## src/rtl/imem_fetch_unit.sv

```systemverilog
// Byte-serial instruction fetch: four byte reads per instruction, little-endian assembly, valid/ready to decode.
// Optional feature macro: FETCH_MISALIGN_TRAP_EN (unaligned redirects become a misaligned-instruction token).
module imem_fetch_unit #(
  parameter int unsigned           ADDR_WIDTH = 32,
  parameter logic [ADDR_WIDTH-1:0] RESET_PC   = '0
) (
  input  logic                  clk_i,
  input  logic                  rst_n_i,
  output logic [ADDR_WIDTH-1:0] imem_addr_o,
  input  logic [7:0]            imem_data_i,
  input  logic                  redirect_valid_i,
  input  logic [ADDR_WIDTH-1:0] redirect_pc_i,
  output logic                  instr_valid_o,
  input  logic                  instr_ready_i,
  output logic [31:0]           instr_o,
  output logic [ADDR_WIDTH-1:0] instr_pc_o
`ifdef FETCH_MISALIGN_TRAP_EN
  ,
  output logic                  instr_misaligned_o
`endif
);

  // S_IDLE is only reachable after a misaligned token has been consumed.
  typedef enum logic [1:0] {
    S_FETCH = 2'd0,
    S_LAST  = 2'd1,
    S_VALID = 2'd2,
    S_IDLE  = 2'd3
  } state_e;

  state_e                state_q, state_d;
  logic [ADDR_WIDTH-1:0] pc_q, pc_d;
  logic [1:0]            idx_q, idx_d;
  logic [23:0]           buf_q, buf_d;
  logic [31:0]           instr_q, instr_d;
  logic [ADDR_WIDTH-1:0] instr_pc_q, instr_pc_d;
  logic                  valid_q, valid_d;
  logic                  mis_q, mis_d;
  logic                  redirect_misaligned;

`ifdef FETCH_MISALIGN_TRAP_EN
  assign redirect_misaligned = (redirect_pc_i[1:0] != 2'b00);
  assign instr_misaligned_o  = mis_q;
`else
  assign redirect_misaligned = 1'b0;
`endif

  assign imem_addr_o   = (state_q == S_FETCH) ? (pc_q + ADDR_WIDTH'(idx_q)) : pc_q;
  assign instr_valid_o = valid_q;
  assign instr_o       = instr_q;
  assign instr_pc_o    = instr_pc_q;

  always_ff @(posedge clk_i or negedge rst_n_i) begin
    if (!rst_n_i) begin
      state_q    <= S_FETCH;
      pc_q       <= RESET_PC;
      idx_q      <= 2'd0;
      buf_q      <= 24'd0;
      instr_q    <= 32'd0;
      instr_pc_q <= RESET_PC;
      valid_q    <= 1'b0;
      mis_q      <= 1'b0;
    end else begin
      state_q    <= state_d;
      pc_q       <= pc_d;
      idx_q      <= idx_d;
      buf_q      <= buf_d;
      instr_q    <= instr_d;
      instr_pc_q <= instr_pc_d;
      valid_q    <= valid_d;
      mis_q      <= mis_d;
    end
  end

  // Redirect wins over everything; idx=0 after it means the stale returning byte is never captured.
  always_comb begin
    state_d    = state_q;
    pc_d       = pc_q;
    idx_d      = idx_q;
    buf_d      = buf_q;
    instr_d    = instr_q;
    instr_pc_d = instr_pc_q;
    valid_d    = valid_q;
    mis_d      = mis_q;

    if (redirect_valid_i) begin
      pc_d    = redirect_pc_i;
      idx_d   = 2'd0;
      valid_d = 1'b0;
      mis_d   = 1'b0;
      state_d = S_FETCH;
      if (redirect_misaligned) begin
        state_d    = S_VALID;
        valid_d    = 1'b1;
        instr_d    = 32'd0;
        instr_pc_d = redirect_pc_i;
        mis_d      = 1'b1;
      end
    end else begin
      case (state_q)
        S_FETCH: begin
          case (idx_q)
            2'd1:    buf_d[7:0]   = imem_data_i;
            2'd2:    buf_d[15:8]  = imem_data_i;
            2'd3:    buf_d[23:16] = imem_data_i;
            default: buf_d        = buf_q;
          endcase
          idx_d = idx_q + 2'd1;
          if (idx_q == 2'd3) begin
            state_d = S_LAST;
          end
        end
        S_LAST: begin
          instr_d    = {imem_data_i, buf_q};
          instr_pc_d = pc_q;
          valid_d    = 1'b1;
          state_d    = S_VALID;
        end
        S_VALID: begin
          if (instr_ready_i) begin
            valid_d = 1'b0;
            if (mis_q) begin
              state_d = S_IDLE;
            end else begin
              pc_d    = pc_q + ADDR_WIDTH'(4);
              idx_d   = 2'd0;
              state_d = S_FETCH;
            end
          end
        end
        default: state_d = state_q;
      endcase
    end
  end

endmodule

```

## config.mk

```make
export PLATFORM = sky130hd
export DESIGN_NAME = imem_fetch_unit
export DESIGN_NICKNAME = d
export VERILOG_FILES = /design/src/rtl/imem_fetch_unit.sv
export SDC_FILE = /design/constraint.sdc
export NUM_CORES = 1
export LEC_CHECK = 0
export CORE_AREA = 5 5 117 119
export CTS_BUF_LIST = sky130_fd_sc_hd__clkbuf_8
export DETAILED_ROUTE_END_ITERATION = 16
export DIE_AREA = 0 0 122 124
export DONT_BUFFER_PORTS = 1
export GPL_ROUTABILITY_DRIVEN = 1
export SLEW_MARGIN = 20
export SYNTH_ARGS = -nofsm -noshare
export SYNTH_HDL_FRONTEND = slang
export SYNTH_SLANG_ARGS = --single-unit
```

## constraint.sdc

```tcl
create_clock -name clk_i -period 6.6 [get_ports clk_i]
set_clock_uncertainty 0.2 [all_clocks]
set_input_delay 1.32 -clock clk_i [delete_from_list [all_inputs] [get_ports clk_i]]
set_output_delay 1.32 -clock clk_i [all_outputs]
set_load 0.1 [all_outputs]
```

# ---- Yosys cells after proc, flatten, opt, wreduce, memory -nomap -nowiden
# Index checks and enable logic that the tools add are counted.
dict set report word_totals {
  register_bits 125
  latch_bits 0
  ram_bits 0
  romBits 0
  output_inout_bits 97
  word_cells 47
  n_memories 0
}
dict set report classes {
  n_addsub 3
  n_mul 0
  div 0
  order_cmp 0
  eq_ne 7
  shift 0
  n_mux 13
  bitwise 1
  reduce_logical 14
}
# op count
set op_table {}
lappend op_table {{$mux 32} 4}
lappend op_table {{$add 32x2->32} 1}
lappend op_table {{$add 32x3->32 const B} 1}
lappend op_table {{$reduce_and 3->1} 4}
lappend op_table {{$mux 2} 4}
lappend op_table {{$reduce_and 2->1} 4}
lappend op_table {{$eq 2x2->1 const B} 3}
lappend op_table {{$pmux 2 s3} 1}
lappend op_table {{$reduce_bool 3->1} 2}
lappend op_table {{$eq 2x1->1 const B} 2}
lappend op_table {{$pmux 2 s2} 1}
lappend op_table {{$reduce_bool 2->1} 2}
lappend op_table {{$reduce_bool 4->1} 1}
lappend op_table {{$ne 3x2->1 const B} 1}
lappend op_table {{$ne 3x3->1 const B} 1}
lappend op_table {{$add 2x1->2 const B} 1}
lappend op_table {{$logic_not 2->1} 1}
lappend op_table {{$mux 1} 2}
lappend op_table {{$pmux 1 s2} 1}
lappend op_table {{$not 1->1} 1}

# ---- Depth between registers and ports, before layout
# Gate-level depths: netlist (run 1).
dict set report depth {
  word_depth 4
  mapped_depth 9
}

# ---- Least setup slack after synthesis (run 1)
# Ideal clock, no wire load.
dict set report synth_timing {
  kind {register to output}
  start {register idx_q[0]}
  end {output port imem_addr_o[26]}
  arrival_time_ns 3.448
  setup_slack_ns 1.632
  stages_incl_launch_ff 9
  n_path_buf 1
  path_cell_list {dfrtp_1 ha_1 inv_1 fa_1 nand2b_1 clkbuf_1 nor4_1 nand4_1 xnor2_1}
}
dict set report synth_via {
  elab_chain_len 2
}
# item line_no
set synth_lines {}
lappend synth_lines {{from (decl)} 33} ;# logic [1:0] idx_q, idx_d;
lappend synth_lines {{from (signal assigned)} 66} ;# idx_q <= idx_d;
lappend synth_lines {{$add 32x2->32} 48} ;# assign imem_addr_o = (state_q == S_FETCH) ? (pc_q + ADDR_WIDTH'(idx_q)) : pc_q;
lappend synth_lines {{$mux 32} 48}
lappend synth_lines {{to (decl)} 9} ;# output logic [ADDR_WIDTH-1:0] imem_addr_o,
# Every way passes these cells.

# ---- Final worst setup path (run 1)
dict set report layout_timing {
  start {register idx_q[0]}
  end {output port imem_addr_o[12]}
}
# Same word-level chain as after synthesis.

==> results of run 1 <==
worst max-delay path, stage by stage, from the launching register on:
cell                       delay, ns
sky130_fd_sc_hd__dfrtp_1        0.45
sky130_fd_sc_hd__ha_1           0.20
sky130_fd_sc_hd__inv_1          0.05
sky130_fd_sc_hd__fa_1           0.34
sky130_fd_sc_hd__nand2b_1       0.31
sky130_fd_sc_hd__nor4_1         0.73
sky130_fd_sc_hd__xor2_2         0.96
stage by stage:
step                hold WS, ns  cell area, sq um
global placement          0.282              6590
CTS                       0.309              7000
global route              0.318              7000
detailed placement        0.291              6600
finish                    0.300              7000
floorplan                 0.275              6070
cell families (layout without fill, tap and decap cells):
| family | after synthesis | count (layout) | share of synthesized area (%) |
|---|---|---|---|
| simple gates | 170 | 170 | 14.6 |
| flops | 125 | 125 | 51.5 |
| mux | 89 | 89 | 16.5 |
| compound gates | 58 | 58 | 5.89 |
| buf+inv | 47 | 73 | 3.38 |
| xor+xnor | 41 | 41 | 5.92 |
| fa+ha+maj | 10 | 10 | 2.18 |
cell type report:
class                   count  area [sq um]  share of cell area, %
flip-flops and latches    125          3130                   44.7
well taps                 172           215                   3.07
clock buffers              20           275                   3.93
repair buffers             31           233                   3.32
clock inverters            12           134                   1.91
multi-input cells         368          2980                   42.6
inverters                  10          37.5                  0.536
metal layers:
metal | GRT usage (%) | up-vias | routed length [microns]
met2 | 29.8 | 124 | 6730
met5 | 0 | - | 0
li1 | - | 1944 | -
met1 | 26.7 | 2086 | 6320
met3 | 7.08 | 14 | 1070
met4 | 7.14 | 0 | 199
layout by cell type (no fill, tap or decap), drive strengths merged, types with 14 or more instances in the layout:
| cell | netlist | final |
|---|---|---|
| or4 | 15 | 15 |
| a31oi | 14 | 14 |
| o21ai | 22 | 22 |
| dfrtp | 125 | 125 |
| nand4 | 14 | 14 |
| buf | 21 | 31 |
| nand2 | 55 | 55 |
| mux2 | 88 | 88 |
| xnor2 | 31 | 31 |
| nand3 | 19 | 19 |
| clkbuf | 16 | 20 |
| inv | 10 | 14 |
| nor2 | 27 | 27 |
path summary, 6_finish.rpt:
| kind | start | to | slack (ns) | depth (start not counted) |
|---|---|---|---|---|
| min in group asynchronous | rst_n_i | buf_q[16]$_DFFE_PN0P_ | 0.36 | 0 |
| worst max-delay path | idx_q[0]$_DFFE_PN0P_ | imem_addr_o[12] | 1.58 | 6 |
| worst min-delay path | buf_q[10]$_DFFE_PN0P_ | instr_o[10]$_DFFE_PN0P_ | 0.30 | 1 |
| worst min register to register | buf_q[10]$_DFFE_PN0P_ | instr_o[10]$_DFFE_PN0P_ | 0.30 | 1 |
| worst max register to register | pc_q[2]$_DFFE_PN0P_ | pc_q[30]$_DFFE_PN0P_ | 3.70 | 5 |
| max in group asynchronous | rst_n_i | instr_pc_o[1]$_DFFE_PN0P_ | 5.64 | 0 |
sequential cells by signal, indices dropped and copies added (netlist names):
signal / flops
pc_q: 32
idx_q: 2
instr_valid_o: 1
instr_pc_o: 32
buf_q: 24
state_q: 2
instr_o: 32
==> impl_results.md, run 1 <==
* Fraction of the yosys area taken by sequential cells at between 50% and 60%
* Sum of negative setup slack at 0 ns
* Final Hold Fails at 0
* Width of the die at between 100 and 150 microns
* Final setup slack of the worst path at ~1.6 ns
* Net count after synthesis at a little under 600
* Core outline area at about 0.012 sq mm
* Avg Inst Size Synth at ~11 sq um
* Number of input and output port buffers inserted at 0
* Number of filler cells placed in the layout at about 1,100
* Full die area at about 0.015 sq mm
* Cell count after placement at 706
* CTS tree: yes
* Required time at the worst-slack endpoint at approximately 5.1 ns
* Placement Setup Slack at 2.05 ns
* Final Slew Violations at 0
* All-layer global routing usage at 19.9%
* Final setup violation count at 0
* Area fraction of the dominant cell type after synthesis at about half
* Maximum number of buffers from clock root to sink at 2
* Filler-free cell count of the finished design at between 700 and 800
* Detail-routed net length per standard cell at between 15 and 20 microns
* Number of remaining DRC errors at 0
* Clock sink count at roughly 130
* Total congestion overflow at 0
* Largest net degree at the start of global routing at 126
* Proportion of layout cells with a drive suffix above 1 at 33.2%
* Post-synthesis async set-or-reset flop share at 100%
* Most instantiated cells after synthesis: 125 x sky130_fd_sc_hd__dfrtp_1, 88 x sky130_fd_sc_hd__mux2_2, 55 x sky130_fd_sc_hd__nand2_1
* Relative slew slack at 20.4%
* Final weighted congestion in routability-driven placement at around 0.8
* Top-Level Pins at around 140
* Area contributors post-synth: sky130_fd_sc_hd__dfrtp_1 52%, sky130_fd_sc_hd__mux2_2 16%, sky130_fd_sc_hd__xnor2_1 4.5%, sky130_fd_sc_hd__nand2_1 3.4%, sky130_fd_sc_hd__ha_1 1.9%
* Max cap viols at 0
* Class of the tightest hold or removal check: reg2reg
* Cells after Synth at 540
* Antenna violations before repair at 0
* Overall via count from detail_route at approximately 4,200
* Number of enable-type register cells in the synthesized netlist at 0
* Crit path DAT at approximately 3.5 ns
* Min Tclk post-route at about 5.0 ns
* RSZ-0062 raised after global routing: no
* Crit path launch type: flop
* Post-synth top area cell: sky130_fd_sc_hd__dfrtp_1
* # rows at 41
* Post-synthesis cell area at between 0.006 and 0.007 sq mm
* FF+latch count, synth at between 100 and 150
* Achievable clock frequency at roughly 200 MHz
* Total length of routed wires at approximately 14,000 microns
* Clock transition time at the flip-flop clock pins of the worst setup and hold paths at roughly 0.070 ns
* Buffer count from post-CTS setup fixing at 0
* TritonRoute pass-1 iters at 4
* Critical setup path kind: reg2out
* Number of global-route vias before repair at 4,202
* Post-DR vias/cell at approximately 5.6
* Most numerous cell in the Yosys netlist: sky130_fd_sc_hd__dfrtp_1
* Final core utilization at ~56%
* Clock network latency to the later pin of the worst-skew pair at approximately 0.45 ns
* Post-route fraction of the period consumed by the critical path at approximately 76%
* Total CTS buffers at 17
* Pin slew with the least headroom to its limit at ~1.2 ns
* Initial Utilization at 48.7%
* Count of warnings emitted by yosys at 0
* Post_cts resized at 0
* Root Buffer Master: sky130_fd_sc_hd__clkbuf_8
* Endpoint class of the critical path: primary output
* Final antenna-violating net count at 0
* Net count, final at 607
* Status: completed
* Synth Flop Type: sky130_fd_sc_hd__dfrtp_1
* Distinct cell type count of the synthesized netlist at 42
* Htree depth at 4
* First-pass GRT wire length at roughly 23,000 microns
* Die Ht at approximately 120 microns
* Placed wire-length estimate after detailed placement at slightly below 10,000 microns
* Ant diodes at 0
* Area growth from synthesis to final layout at 15.4%
* Post-cts hold buffer count at 0
* First-iteration detailed-routing DRC count at 226
* Top fanout value on the critical path at 7
Power of run 1 is left out: the tool's default activity adds up to more than one toggle a clock period on the data nets, which glitch-free logic cannot reach.
==> run 2: changes to the inputs <==
Settings changed: PLACE_DENSITY set to 0.66.
Clock period 6.6 ns to 4.4 ns, I/O delays scaled along.
==> run 2 against run 1 <==
  * Highest routed layer unchanged
  * Critical path depth grew 3
  * Flip-flop and latch count stayed put
  * Worst setup slack worse by 1.2 ns
==> impl_results.md, run 2 (same netlist as run 1, synthesis figures left out) <==
* Class of the tightest hold or removal check: in2async (was reg2reg)
* Sequential cell area at 0.00313 sq mm (unchanged)
* Cell repeated most along the worst path: sky130_fd_sc_hd__buf_4
* Slowest CP cell: sky130_fd_sc_hd__dfrtp_1 (was sky130_fd_sc_hd__xor2_2)
* Root Buffer Master: sky130_fd_sc_hd__clkbuf_8 (unchanged)
* First-pass GRT wire length at 23,200 microns (was 23,100 microns)
* Htree depth at 4 (unchanged)
* Required time at the worst-slack endpoint at 3.32 ns (was 5.08 ns)
* Final antenna-violating net count at 0 (unchanged)
* Overall via count from detail_route at 4,263 (was 4,168)
* Area growth from synthesis to final layout at 16.7% (was 15.4%)
* First-iteration detailed-routing DRC count at 332 (was 226)
* Number of filler cells placed in the layout at 1,060 (was 1,090)
* Area of the multi-input gates at 0.00297 sq mm (was 0.00298 sq mm)
* Full die area at 0.0151 sq mm (unchanged)
* Width of the die at 122 microns (unchanged)
* Final Slew Violations at 0 (unchanged)
* Sum of negative setup slack at 0 ns (unchanged)
* Relative slew slack at 37.0% (was 20.4%)
* Crit-path leading delay family: simple AND/OR/NAND/NOR gates (unchanged)
* Crit path DAT at 2.97 ns (was 3.50 ns)
* CP Cell Sequence: ha_1 > inv_1 > fa_1 > nand2b_1 > nor4_1 > buf_4 > nand4_1 > xnor2_2 > buf_4 (was ha_1 > inv_1 > fa_1 > nand2b_1 > nor4_1 > xor2_2)
* Max cap viols at 0 (unchanged)
* Post-DR vias/cell at 5.73 (was 5.65)
* Net count, final at 614 (was 607)
* Proportion of layout cells with a drive suffix above 1 at 34.1% (was 33.2%)
* Post-route fraction of the period consumed by the critical path at between 90 and 100%
* Number of global-route vias before repair at 4,382 (was 4,202)
* Delay of the slowest critical-path stage at 0.44 ns (was 0.96 ns)
* All-layer global routing usage at 19.9% (about the same)
* Total CTS buffers at 17 (unchanged)
* Final setup violation count at 0 (unchanged)
* CTS tree: yes (unchanged)
* Final setup slack of the worst path at 0.347 ns (was 1.58 ns)
* Clock network latency to the later pin of the worst-skew pair at 0.45 ns (about the same)
* Worst path buffer plus inverter count at 3 (was 1)
* Final Hold Fails at 0 (unchanged)
* Ant diodes at 0 (unchanged)
* Top fanout value on the critical path at 7 (unchanged)
* Total length of routed wires at 14,300 microns (about the same)
* Most used cells in the layout excluding fill and tap cells: 125 x sky130_fd_sc_hd__dfrtp_1, 88 x sky130_fd_sc_hd__mux2_2, 54 x sky130_fd_sc_hd__nand2_1 (unchanged)
* Achievable clock frequency at 247 MHz
* Critical setup path kind: reg2out (unchanged)
* Placement Setup Slack at 0.815 ns (was 2.05 ns)
* Top-Level Pins at 141 (unchanged)
* Number of input and output port buffers inserted at 0 (unchanged)
* Total congestion overflow at 0 (unchanged)
* Largest net degree at the start of global routing at 126 (unchanged)
* Initial Utilization at 48.7% (unchanged)
* Clock sink count at 125 (unchanged)
* Final weighted congestion in routability-driven placement at 0.791 (was 0.798)
* Number of remaining DRC errors at 0 (unchanged)
* Maximum number of buffers from clock root to sink at 2 (unchanged)
* Crit path launch type: flop (unchanged)
* Most common cell after layout, fill and taps aside: sky130_fd_sc_hd__dfrtp_1 (unchanged)
* Detail-routed net length per standard cell at 19.2 microns (was 19.4 microns)
* Hold slack at 0.202 ns (was 0.300 ns)
* RSZ-0062 raised after global routing: no (unchanged)
* Status: completed (unchanged)
* Die Ht at 124 microns (unchanged)
* Clock transition time at the flip-flop clock pins of the worst setup and hold paths at 0.08 ns (was 0.07 ns)
* Min Tclk post-route at slightly above 4 ns
* Post_cts resized at 0 (unchanged)
* Core outline area at 0.0125 sq mm (unchanged)
* Placed wire-length estimate after detailed placement at 9840 microns (was 9920 microns)
* # rows at 41 (unchanged)
* TritonRoute pass-1 iters at 4 (unchanged)
* Pin slew with the least headroom to its limit at 0.945 ns (was 1.19 ns)
* Endpoint class of the critical path: primary output (unchanged)
* Antenna violations before repair at 0 (unchanged)
## run 2: cell type report
class	count	area share, %
multi-input cells	368	42.0
clock buffers	19	3.69
clock inverters	12	2.30
well taps	172	3.04
inverters	10	0.530
flip-flops and latches	125	44.2
repair buffers	38	4.31
## run 2: repair_timing
action | in CTS | in global routing
setup buffers | 0 | 0
hold buffers | 1 | 0
endpoints found under the hold margin | 125 | 0
## run 2: metal layers
layer  wire (microns)  vias up  global-route usage [%]
met5                0        -                       0
met4              195        0                    6.44
met3             1130       14                    7.49
met2             6970      139                    31.2
met1             5970     2148                    25.7
li1                 -     1962                       -
## run 2: through the flow
stage | instances | utilization [%] | instance area (sq um)
global placement | 712 | 53.2 | 6630
CTS | 744 | 56.8 | 7080
finish | 744 | 56.8 | 7080
detailed placement | 712 | 53.2 | 6630
floorplan | 540 | - | 6120
global route | 744 | 56.8 | 7080
## run 2: final timing paths
| check | endpoint | from | cells past startpoint | slack (ns) |
|---|---|---|---|---|
| min in group clk_i | instr_o[0]$_DFFE_PN0P_ | buf_q[0]$_DFFE_PN0P_ | 1 | 0.30 |
| hold reg to reg | instr_o[0]$_DFFE_PN0P_ | buf_q[0]$_DFFE_PN0P_ | 1 | 0.30 |
| hold / removal | buf_q[22]$_DFFE_PN0P_ | rst_n_i | 1 | 0.20 |
| setup / recovery | imem_addr_o[26] | idx_q[0]$_DFFE_PN0P_ | 9 | 0.35 |
| setup reg to reg | pc_q[26]$_DFFE_PN0P_ | pc_q[2]$_DFFE_PN0P_ | 5 | 1.44 |
| max in group asynchronous | instr_pc_o[21]$_DFFE_PN0P_ | rst_n_i | 1 | 3.33 |
Power of run 2 is left out for the same reason.
